==> src/rtl/memwb_pipe.sv <==
// memwb_pipe: MEM/WB pipeline register for the 32-bit MIPS datapath.
// Carries WB control, memory read data, ALU result and destination register
// across DEPTH clocked stages. Also provides valid tracking, stall (hold),
// flush (bubble insert), $zero write protection and the MemtoReg write-back mux.
// Optional feature macro: MEMWB_FWD_EN adds a combinational forwarding search
// over all stages through the fwd_* ports.
module memwb_pipe #(
  parameter int DATA_W    = 32,
  parameter int REG_W     = 5,
  parameter int DEPTH     = 1,
  parameter int ZERO_PROT = 1
) (
  input  logic              clk,
  input  logic              rst,
  input  logic              stall,
  input  logic              flush,
  input  logic              i_valid,
  input  logic [1:0]        i_wb,
  input  logic [DATA_W-1:0] i_readdata,
  input  logic [DATA_W-1:0] i_aluresult,
  input  logic [REG_W-1:0]  i_dirwritereg,
`ifdef MEMWB_FWD_EN
  input  logic [REG_W-1:0]  fwd_rs,
  input  logic [REG_W-1:0]  fwd_rt,
  output logic              fwd_hit_rs,
  output logic              fwd_hit_rt,
  output logic [DATA_W-1:0] fwd_data_rs,
  output logic [DATA_W-1:0] fwd_data_rt,
`endif
  output logic              o_valid,
  output logic              o_memtoreg,
  output logic              o_regwrite,
  output logic [DATA_W-1:0] o_readdata,
  output logic [DATA_W-1:0] o_aluresult,
  output logic [REG_W-1:0]  o_dirwritereg,
  output logic [DATA_W-1:0] o_writedata
);

  // Only 1..4 stages are meaningful; anything else stops elaboration.
  generate
    if (DEPTH < 1 || DEPTH > 4) begin : g_bad_depth
      $error("memwb_pipe: DEPTH must be in 1..4");
    end
  endgenerate

  // One pipeline slot: control bits plus the data carried to write-back.
  typedef struct packed {
    logic              valid;
    logic              regwrite;
    logic              memtoreg;
    logic [DATA_W-1:0] readdata;
    logic [DATA_W-1:0] aluresult;
    logic [REG_W-1:0]  addr;
  } stage_t;

  // stg[0] is the youngest entry (just captured from MEM), stg[DEPTH-1] feeds WB.
  stage_t stg [DEPTH];
  stage_t stg_in;
  stage_t last;

  // Write-back mux for any stage: memory data for loads, ALU result otherwise.
  function automatic logic [DATA_W-1:0] stage_wdata(input stage_t s);
    return s.memtoreg ? s.readdata : s.aluresult;
  endfunction

  // Build the stage-0 capture value; a bubble never carries a write enable.
  always_comb begin
    stg_in.valid     = i_valid;
    stg_in.regwrite  = i_valid & i_wb[1];
    stg_in.memtoreg  = i_wb[0];
    stg_in.readdata  = i_readdata;
    stg_in.aluresult = i_aluresult;
    stg_in.addr      = i_dirwritereg;
  end

  // Stage registers: reset clears, flush invalidates, stall holds, else shift.
  // NOTE: every stage (data fields included) is cleared on reset so all outputs
  // read zero during reset; this is a small register chain, not a RAM, so the
  // reset costs nothing and keeps o_writedata deterministic.
  always_ff @(posedge clk or posedge rst) begin
    if (rst) begin
      for (int k = 0; k < DEPTH; k++) begin
        stg[k] <= '0;
      end
    end else if (flush) begin
      // Data fields keep their old contents; only the control that matters is killed.
      for (int k = 0; k < DEPTH; k++) begin
        stg[k].valid    <= 1'b0;
        stg[k].regwrite <= 1'b0;
      end
    end else if (!stall) begin
      // NOTE: non-blocking assignments let every stage read its neighbour's
      // pre-edge value, so the loop order does not matter.
      stg[0] <= stg_in;
      for (int k = 1; k < DEPTH; k++) begin
        stg[k] <= stg[k-1];
      end
    end
  end

  // WB-side outputs decoded straight from the oldest stage.
  always_comb begin
    last          = stg[DEPTH-1];
    o_valid       = last.valid;
    o_memtoreg    = last.memtoreg;
    o_readdata    = last.readdata;
    o_aluresult   = last.aluresult;
    o_dirwritereg = last.addr;
    o_writedata   = stage_wdata(last);
    o_regwrite    = last.valid & last.regwrite &
                    ((ZERO_PROT == 0) || (last.addr != '0));
  end

`ifdef MEMWB_FWD_EN
  // A stage can forward when it will really write a non-$zero register.
  function automatic logic stage_hit(input stage_t s, input logic [REG_W-1:0] r);
    return s.valid & s.regwrite & (s.addr == r) & (s.addr != '0);
  endfunction

  // Forwarding search: scan oldest to youngest so the youngest match overrides.
  always_comb begin
    // NOTE: defaults first so every path assigns every output and no latch forms.
    fwd_hit_rs  = 1'b0;
    fwd_hit_rt  = 1'b0;
    fwd_data_rs = '0;
    fwd_data_rt = '0;
    for (int k = DEPTH - 1; k >= 0; k--) begin
      if (stage_hit(stg[k], fwd_rs)) begin
        fwd_hit_rs  = 1'b1;
        fwd_data_rs = stage_wdata(stg[k]);
      end
      if (stage_hit(stg[k], fwd_rt)) begin
        fwd_hit_rt  = 1'b1;
        fwd_data_rt = stage_wdata(stg[k]);
      end
    end
  end
`endif

endmodule

==> config.mk <==
export PLATFORM = sky130hd
export DESIGN_NAME = memwb_pipe
export DESIGN_NICKNAME = d
export VERILOG_FILES = /design/src/rtl/memwb_pipe.sv
export SDC_FILE = /design/constraint.sdc
export NUM_CORES = 1
export LEC_CHECK = 0
export CORE_MARGIN = 2
export CORE_UTILIZATION = 41
export CTS_CLUSTER_DIAMETER = 150
export DETAILED_ROUTE_END_ITERATION = 16
export PLACE_DENSITY = 0.84
export SYNTH_ARGS = -nofsm -noshare
export SYNTH_HDL_FRONTEND = slang
export SYNTH_SLANG_ARGS = --single-unit
==> constraint.sdc <==
create_clock -name clk -period 2.9 [get_ports clk]
set_input_delay 0.29 -clock clk [delete_from_list [all_inputs] [get_ports clk]]
set_output_delay 0.29 -clock clk [all_outputs]
set_load 0.01 [all_outputs]
# ---- Yosys cells after proc, flatten, opt, wreduce, memory -nomap -nowiden
# Index checks and enable logic that the tools add are counted.
dict set report op_classes {
  n_eq_ne 1
  n_mux 3
  reduce_logical 2
  bitwise 5
}
# op n
set op_table {}
lappend op_table {{$mux 72} 1}
lappend op_table {{$mux 32} 1}
lappend op_table {{$reduce_bool 5->1} 1}
lappend op_table {{$and 1x1->1} 3}
lappend op_table {{$mux 2} 1}
lappend op_table {{$ne 2x1->1 const B} 1}
lappend op_table {{$not 1->1} 2}
lappend op_table {{$reduce_and 2->1} 1}
dict set report word_totals {
  out_inout_bits 104
  wordCells 17
  in_bits 76
  regBits 72
}

# ---- Longest topological paths before layout
# Gate-level depths: netlist of the first run.
dict set report depth {
  ltp_word 3
  depth_mapped 3
  mapped_depth_nobuf 2
}

# ---- Least setup slack after synthesis of the first run
# No wires, ideal clock.
dict set report synth_timing {
  path_type {register -> output}
  start {register stg (netlist bit o_memtoreg)}
  end {output port o_writedata[10]}
  path_slack_ns 1.495
  required_ns 2.610
  stages_incl_launch_ff 4
  arrival_ns 1.115
  cell_sequence {dfrtp_1 -> buf_2 -> buf_2 -> mux2_2}
}
dict set report synth_via {
  elab_chain_cells 1
}
# item line
set synth_lines {}
lappend synth_lines {{from (decl)} 57} ;# stage_t stg [DEPTH];
lappend synth_lines {{from (signal, indexed assignment)} 96} ;# stg[k] <= stg[k-1];
lappend synth_lines {{$mux 32} 63} ;# return s.memtoreg ? s.readdata : s.aluresult;
lappend synth_lines {{to (decl)} 36} ;# output logic [DATA_W-1:0] o_writedata
# No other way between the ends.

# ---- Worst setup path in the final report of the first run
dict set report layout_timing {
  start {register stg (netlist bit o_dirwritereg[1])}
  end {output port o_regwrite}
}
dict set report layout_via {
  elab_chain_cells 2
}
# item line
set layout_lines {}
lappend layout_lines {{$reduce_bool 5->1} 111} ;# ((ZERO_PROT == 0) || (last.addr != '0));
lappend layout_lines {{$and 1x1->1} 110} ;# o_regwrite = last.valid & last.regwrite &
lappend layout_lines {{to (decl)} 32} ;# output logic o_regwrite,
# No other way between the ends.

==> results of run 1 <==
registers in the layout, indices dropped and copies added, names as in the netlist:
signal,count
o_dirwritereg,5
last,1
o_readdata,32
o_memtoreg,1
o_aluresult,32
o_valid,1
per-layer routing:
layer | GRT usage (%) | up-vias | wire (um)
li1 | - | 1061 | -
met1 | 20.9 | 1143 | 3330
met2 | 28.4 | 115 | 3930
met3 | 6.80 | 6 | 636
met4 | 3.69 | 0 | 64
met5 | 0 | - | 0
logic make-up (layout without fill, tap and decap cells):
| group | after synthesis | count (layout) | synth area share, % |
|---|---|---|---|
| and+or+nand+nor | 5 | 5 | 0.891 |
| DFF | 72 | 72 | 49.3 |
| AOI/OAI and AO/OA | 2 | 2 | 0.411 |
| muxes | 103 | 103 | 32.4 |
| buffers and inverters | 81 | 201 | 17.0 |
where the power goes:
group | switching [mW] | leakage, nW | internal (mW) | total (mW)
Sequential | 0.112 | 0.848 | 1.15 | 1.26
Combinational | 0.367 | 1.16 | 0.718 | 1.09
Clock | 0.350 | 0.108 | 0.503 | 0.853
Total | 0.830 | 2.12 | 2.37 | 3.20
cell usage after synthesis:
library cell / instances / share of area (%)
sky130_fd_sc_hd__buf_4: 69 / 14
sky130_fd_sc_hd__nor2_4: 1 / 0.31
sky130_fd_sc_hd__nor2_1: 1 / 0.10
sky130_fd_sc_hd__mux2i_1: 1 / 0.27
sky130_fd_sc_hd__mux2_4: 6 / 2.5
sky130_fd_sc_hd__a21oi_1: 1 / 0.14
sky130_fd_sc_hd__or3_1: 1 / 0.17
sky130_fd_sc_hd__inv_1: 1 / 0.10
sky130_fd_sc_hd__o311a_1: 1 / 0.27
sky130_fd_sc_hd__dfrtp_1: 72 / 49
sky130_fd_sc_hd__nand2_1: 1 / 0.10
sky130_fd_sc_hd__buf_6: 7 / 2.2
sky130_fd_sc_hd__nand3b_1: 1 / 0.21
sky130_fd_sc_hd__mux2_2: 96 / 30
sky130_fd_sc_hd__buf_2: 4 / 0.55
final cells by class:
| class | count | area share (%) |
|---|---|---|
| Multi-Input combinational cell | 110 | 23.5 |
| Timing Repair Buffer | 185 | 35.2 |
| Clock buffer | 10 | 2.63 |
| Clock inverter | 5 | 1.56 |
| Sequential cell | 72 | 34.5 |
| Tap cell | 108 | 2.59 |
| Inverter | 1 | 0.0718 |
critical path, cell delays in order, from the launching register on:
cell                              delay (ns)
sky130_fd_sc_hd__dfrtp_1                0.40
sky130_fd_sc_hd__or3_1                  0.37
sky130_fd_sc_hd__o311a_1                0.29
sky130_fd_sc_hd__clkdlybuf4s50_1        0.49
per-stage QoR:
| step | hold slack [ns] | util, % |
|---|---|---|
| 2_1_floorplan | 0.353 | - |
| 3_3_place_gp | 0.470 | 57.7 |
| 3_5_place_dp | 0.465 | 57.7 |
| 4_1_cts | 0.109 | 60.2 |
| 5_1_grt | 0.126 | 60.2 |
| 6_report | 0.133 | 60.2 |
final timing paths:
path	slack, ns	to	start	depth (start not counted)
max	0.73	o_regwrite	o_dirwritereg[1]$_DFFE_PP0P_	3
min	0.13	o_readdata[17]$_DFFE_PP0P_	rst	2
max reg2reg	1.89	o_memtoreg$_DFFE_PP0P_	o_memtoreg$_DFFE_PP0P_	2
min reg2reg	0.53	o_aluresult[14]$_DFFE_PP0P_	o_aluresult[14]$_DFFE_PP0P_	1
max in group asynchronous	2.12	o_dirwritereg[4]$_DFFE_PP0P_	rst	3
min in group clk	0.53	o_aluresult[14]$_DFFE_PP0P_	o_aluresult[14]$_DFFE_PP0P_	1
==> summary by stage, run 1 <==
Outcome
The flow ran to the end, and the final reports show no timing, DRC or antenna violations.

Clock network
The cell sitting at the root of the clock tree is a sky130_fd_sc_hd__clkbuf_8. Once the clock tree was built, the resizer swapped 0 gates to a different size. The number of sinks on the clock net is 72. The maximum root-to-sink buffer count is 2. Clock-pin slew was measured on the worst setup and hold paths at about 0.070 ns. TritonCTS created 9 clock buffers. The number of post-CTS setup repair buffers is 0. The clock tree synthesis step divided the H-tree into 3 levels. The TritonCTS clock tree is built. The later pin in the worst-skew pair is clocked with a latency of between 0.3 and 0.4 ns. In this run, post-CTS hold repair placed 0 buffers.

STA
The count of final hold-check violations came to 0. The relative max-transition margin is 61.7%. The max-slew violation count is 0. Setup total negative slack on the finished layout was measured at 0 ns.

The final period utilization is 74.7%. For the pin with the worst max-slew slack, the measured transition is 0.575 ns. The maximum clock rate is 461 MHz.

Setup violations remaining at the end of the flow were counted as 0. On the final layout, the worst clock skew is 0 ns. The worst path in the final design needs a cycle of 2.17 ns, including I/O delays and setup.

Setup repair after global routing left no endpoint under its margin. Once routing completed, OpenROAD measured the worst setup slack at ~0.73 ns.

Power and ir drop
The worst-case IR drop observed on VDD is between 0.2 and 0.3 mV. The analysis attributes to cell leakage a power of between 2 and 2.5 nW. The power consumption is about 3.2 mW.

Dividing total power by cell area gives a power density of 613 nW/um2.

Cells and area
The summed area of non-filler cells in the final layout is 5230 um2. The number of antenna diodes in the final layout is 0. Relative to the synthesized area, the layout overhead comes to 43.1%. Leaving out fill and tap cells, the most frequent cells in the layout are sky130_fd_sc_hd__clkdlybuf4s50_1, sky130_fd_sc_hd__mux2_2, sky130_fd_sc_hd__dfrtp_1.

The finished layout holds 491 standard cells, fillers aside. Leaving out fill and tap cells, the most frequent cell in the layout is sky130_fd_sc_hd__clkdlybuf4s50_1. Fill cells in the final layout number 714. The sequential cells in the finished layout cover a total of 1800 um2. Summing all multi-input logic gate instances after layout gives 1230 um2. Cells with a size suffix above 1 make up 32.6% of the layout.

The count of nets after finishing is 455.

Worst setup path
The worst setup path category is register to output port. At the worst endpoint, the required time is 2.61 ns. For the worst setup path, the data arrival time is 1.88 ns. Along the worst path, the maximum fanout reaches 3. The nature of the critical path endpoint is an output port. The startpoint kind of the worst setup timing path is a register.

Floorplanning
The die covers 9680 um2. From bottom edge to top edge, the die measures 98.4 um. 180 I/O pins were placed. The initial utilization of the core area, before any placement, comes to 42.1%.

In this run the core area contains 34 standard-cell rows. From left edge to right edge, the die measures 98.4 um. The core footprint is between 8000 and 9000 um2.

Placement
Once detailed placement completed, the half-perimeter wirelength came to about 6 mm. The worst slack at placement is 0.927 ns. In this run, placement finished with an instance count of 476. The area after detailed placement is between 5000 and 6000 um2.

The weighted congestion reported at the end of routability-driven placement is 0.754. The count of port buffers added during placement is 179.

Yosys
The synthesized design contains 72 register bits. Synthesis handed over a netlist of between 200 and 300 instances. The synthesized area divided by synthesized cell count is 13.9 um2. The register area share after synthesis is 49.3%. Synthesis produced a netlist with a net count of 339.

The netlist uses 15 different library cells. The number of warnings printed during yosys synthesis is 0. The summed instance area of the synthesized netlist is 3650 um2.

Job
Across the run, the number of max-cap violations was 0.

GRT
The wire length of the first global-routing pass is 13.1 mm. The overall overflow remaining after global route is 0. The number of global-route vias before repair came to 2,585. The pin count of the biggest net entering global routing is 42. The total global routing track utilization is 17.0%. The number of antenna violations at the first check in global routing was 0.

Detailed routing
The via-per-instance ratio is 4.74. For this run, the detailed router's first-pass iteration total came to 4. The post-route DRC violation count is 0. The final layout contains routed wiring with a total length of 7.95 mm.

The average routed wire per standard cell is 16.2 um. The count of routing violations after the opening detailed-route iteration is 27. The routed layout has 2,325 vias. The count of nets left with antenna violations once routing finished came out at 0.

Hold path
The worst hold path belongs to the class input port to asynchronous set/reset pin.
Power figures use the tool's default switching activity.
==> run 2, diff against run 1 <==
==> constraint.sdc (replaced) <==
create_clock -name clk -period 2.1 [get_ports clk]
set_input_delay 0.21 -clock clk [delete_from_list [all_inputs] [get_ports clk]]
set_output_delay 0.21 -clock clk [all_outputs]
set_load 0.01 [all_outputs]
==> summary by stage, run 2 (synthesis gave the netlist of run 1 again) <==
GRT
The pin count of the biggest net entering global routing is 73. The total global routing track utilization is between 10% and 20%. The wire length of the first global-routing pass is between 10 and 15 mm. The overall overflow remaining after global route is 0.

The number of global-route vias before repair is 2,467. The number of antenna violations at the first check in global routing is 0.

Power and ir drop
The largest voltage drop on the vdd net is 0.402 mV. In this run the static leakage power is roughly 2.1 nW. For this design the ratio of total power to cell area is roughly 850 nW/um2.

STA
After layout, the worst setup slack is about 0.073 ns. The transition time of the tightest slew-check pin is 0.381 ns. Setup repair after global routing left no endpoint under its margin.

The relative max-transition margin is 74.6%. Adding up every negative setup slack in the final design gives 0 ns. The maximum clock rate is 493 MHz. The final period utilization is 96.5%.

The worst path in the final design needs a cycle of 2.03 ns, including I/O delays and setup. The count of final hold-check violations is 0. The number of endpoints failing setup at the final stage is 0. Between clock sinks in the finished design, the worst skew comes to 0 ns. The max-slew violation count came to 0.

Worst setup path
Counting buffers and inverters, the worst setup path is 3 cells deep. The buffers plus inverters on the worst setup path is 2. The required time reported for the critical path endpoint is 1.89 ns. The critical path goes through buf_12 -> mux2_2 -> clkdlybuf4s50_1. Grouping stages by cell kind, the critical path spends the most delay in buffers and inverters. In this run the worst path has a maximum fanout of 26.

The number of cells on the worst reg-to-reg path is 2. The arrival time of data at the critical path endpoint is 1.82 ns. The worst setup path is captured at an output port.

The worst setup path category is register to output port. The highest cell delay on the worst timing path is 0.50 ns. STA classifies the critical path startpoint as a register.

The master of the slowest instance on the critical path is sky130_fd_sc_hd__clkdlybuf4s50_1.

Clock network
In this run the deepest clock path goes through 2 buffers. Clock-pin slew was measured on the worst setup and hold paths at 0.07 ns. The number of buffers created by CTS is 9. For the worst-skew pair, the clock arrives at the later sink with an insertion delay of 0.34 ns. Post-CTS timing repair inserted 0 buffers for setup.

The root buffer cell chosen for the clock tree is sky130_fd_sc_hd__clkbuf_8. TritonCTS built the clock tree. The CTS H-tree depth is 3.

The number of sinks on the clock net is 72.

Detailed routing
The average routed wire per standard cell is 16.1 um. Summing over every cut layer, the via total after detailed routing is 2,316. The pre-antenna-repair detailed-routing pass consisted of 4 iterations.

The via-per-instance ratio is 4.72. The count of routing violations after the opening detailed-route iteration is around 50. The number of nets still failing antenna checks after routing is 0. Wires add up to approximately 8 mm. The post-route DRC violation count is 0.

Cells and area
The repair_antennas step left the layout with diodes totalling 0. In the layout the commonest cells are sky130_fd_sc_hd__clkdlybuf4s50_1, sky130_fd_sc_hd__mux2_2, sky130_fd_sc_hd__dfrtp_1. The area added between synthesis and finish is 43.9%. The library cell used most frequently in the layout, excluding fill and tap cells, is sky130_fd_sc_hd__clkdlybuf4s50_1. The ratio of cells with drive above 1 in the final layout is 32.6%.

After the flow finishes, the layout carries non-filler instances totaling 491. The count of nets after finishing is around 450.

Floorplanning
The initial utilization of the core area, before any placement, comes to 42.1%. 180 I/O pins were placed. The x dimension of the die is 98.4 um. The full die area is 9680 um2. The number of rows in the core area is 34. In this run the vertical extent of the chip is between 90 and 100 um. The total area inside the core boundary comes to 8680 um2.

Placement
During placement, the flow inserted port buffers numbering roughly 180. The number of instances in the placed design is 475. The weighted congestion reported at the end of routability-driven placement is 0.720. At the placement stage, the worst setup path has a slack of 0.328 ns.

The half-perimeter wire length after placement is 5.84 mm.

Hold path
The worst hold path belongs to the class input port to asynchronous set/reset pin.

Job
The max capacitance violation total is 0.

Outcome
The flow ran to the end, and the final reports show no timing, DRC or antenna violations.
run 2: per-stage QoR:
stage | cell area, um2 | power, mW | hold WS [ns] | utilization [%]
floorplan | 3650 | 2.64 | 0.273 | -
global placement | 5040 | 3.26 | 0.504 | 58.0
detailed placement | 5040 | 3.30 | 0.520 | 58.0
CTS | 5260 | 4.53 | 0.284 | 60.6
global route | 5260 | 4.69 | 0.335 | 60.6
finish | 5260 | 4.46 | 0.289 | 60.6
run 2: worst paths after layout:
kind                                              end                        from  slack [ns]
max                                   o_writedata[23]      o_memtoreg$_DFFE_PP0P_        0.07
min                        o_readdata[12]$_DFFE_PP0P_                         rst        0.29
max reg2reg                    o_memtoreg$_DFFE_PP0P_      o_memtoreg$_DFFE_PP0P_        1.13
max in group asynchronous  o_readdata[29]$_DFFE_PP0P_                         rst        1.52
min reg2reg                o_readdata[18]$_DFFE_PP0P_  o_readdata[18]$_DFFE_PP0P_        0.53
min in group clk                 last[70]$_DFFE_PP0P_                     i_wb[1]        0.46
run 2: timing repair:
item / in CTS / in global routing
setup endpoints to repair: 1 / 0
hold buffers: 0 / 0
gates resized for setup: 1 / 0
run 2: layer usage:
metal	vias to the layer above	wire length [um]	global-route usage, %
met2	112	3860	26.8
met3	12	670	6.80
met1	1126	3250	20.4
li1	1066	-	-
met5	-	0	0
met4	0	136	5.48
run 2: layout make-up:
type	count	area (um2)
Clock buffer	10	138
Clock inverter	6	82.6
Inverter	1	3.75
Fill cell	699	3420
Timing Repair Buffer	184	1870
Sequential cell	72	1800
Tap cell	108	135
Multi-Input combinational cell	110	1230
run 2: worst min-delay path, cell delays in order:
cell,delay [ns]
sky130_fd_sc_hd__clkdlybuf4s50_1,0.42
sky130_fd_sc_hd__inv_2,0.08
sky130_fd_sc_hd__buf_12,0.33
run 2: power breakdown:
group	leakage [nW]	internal, mW	switching [mW]	total, mW
Combinational	1.18	1.00	0.515	1.52
Sequential	0.848	1.59	0.153	1.74
Clock	0.112	0.695	0.503	1.20
Total	2.14	3.29	1.17	4.46
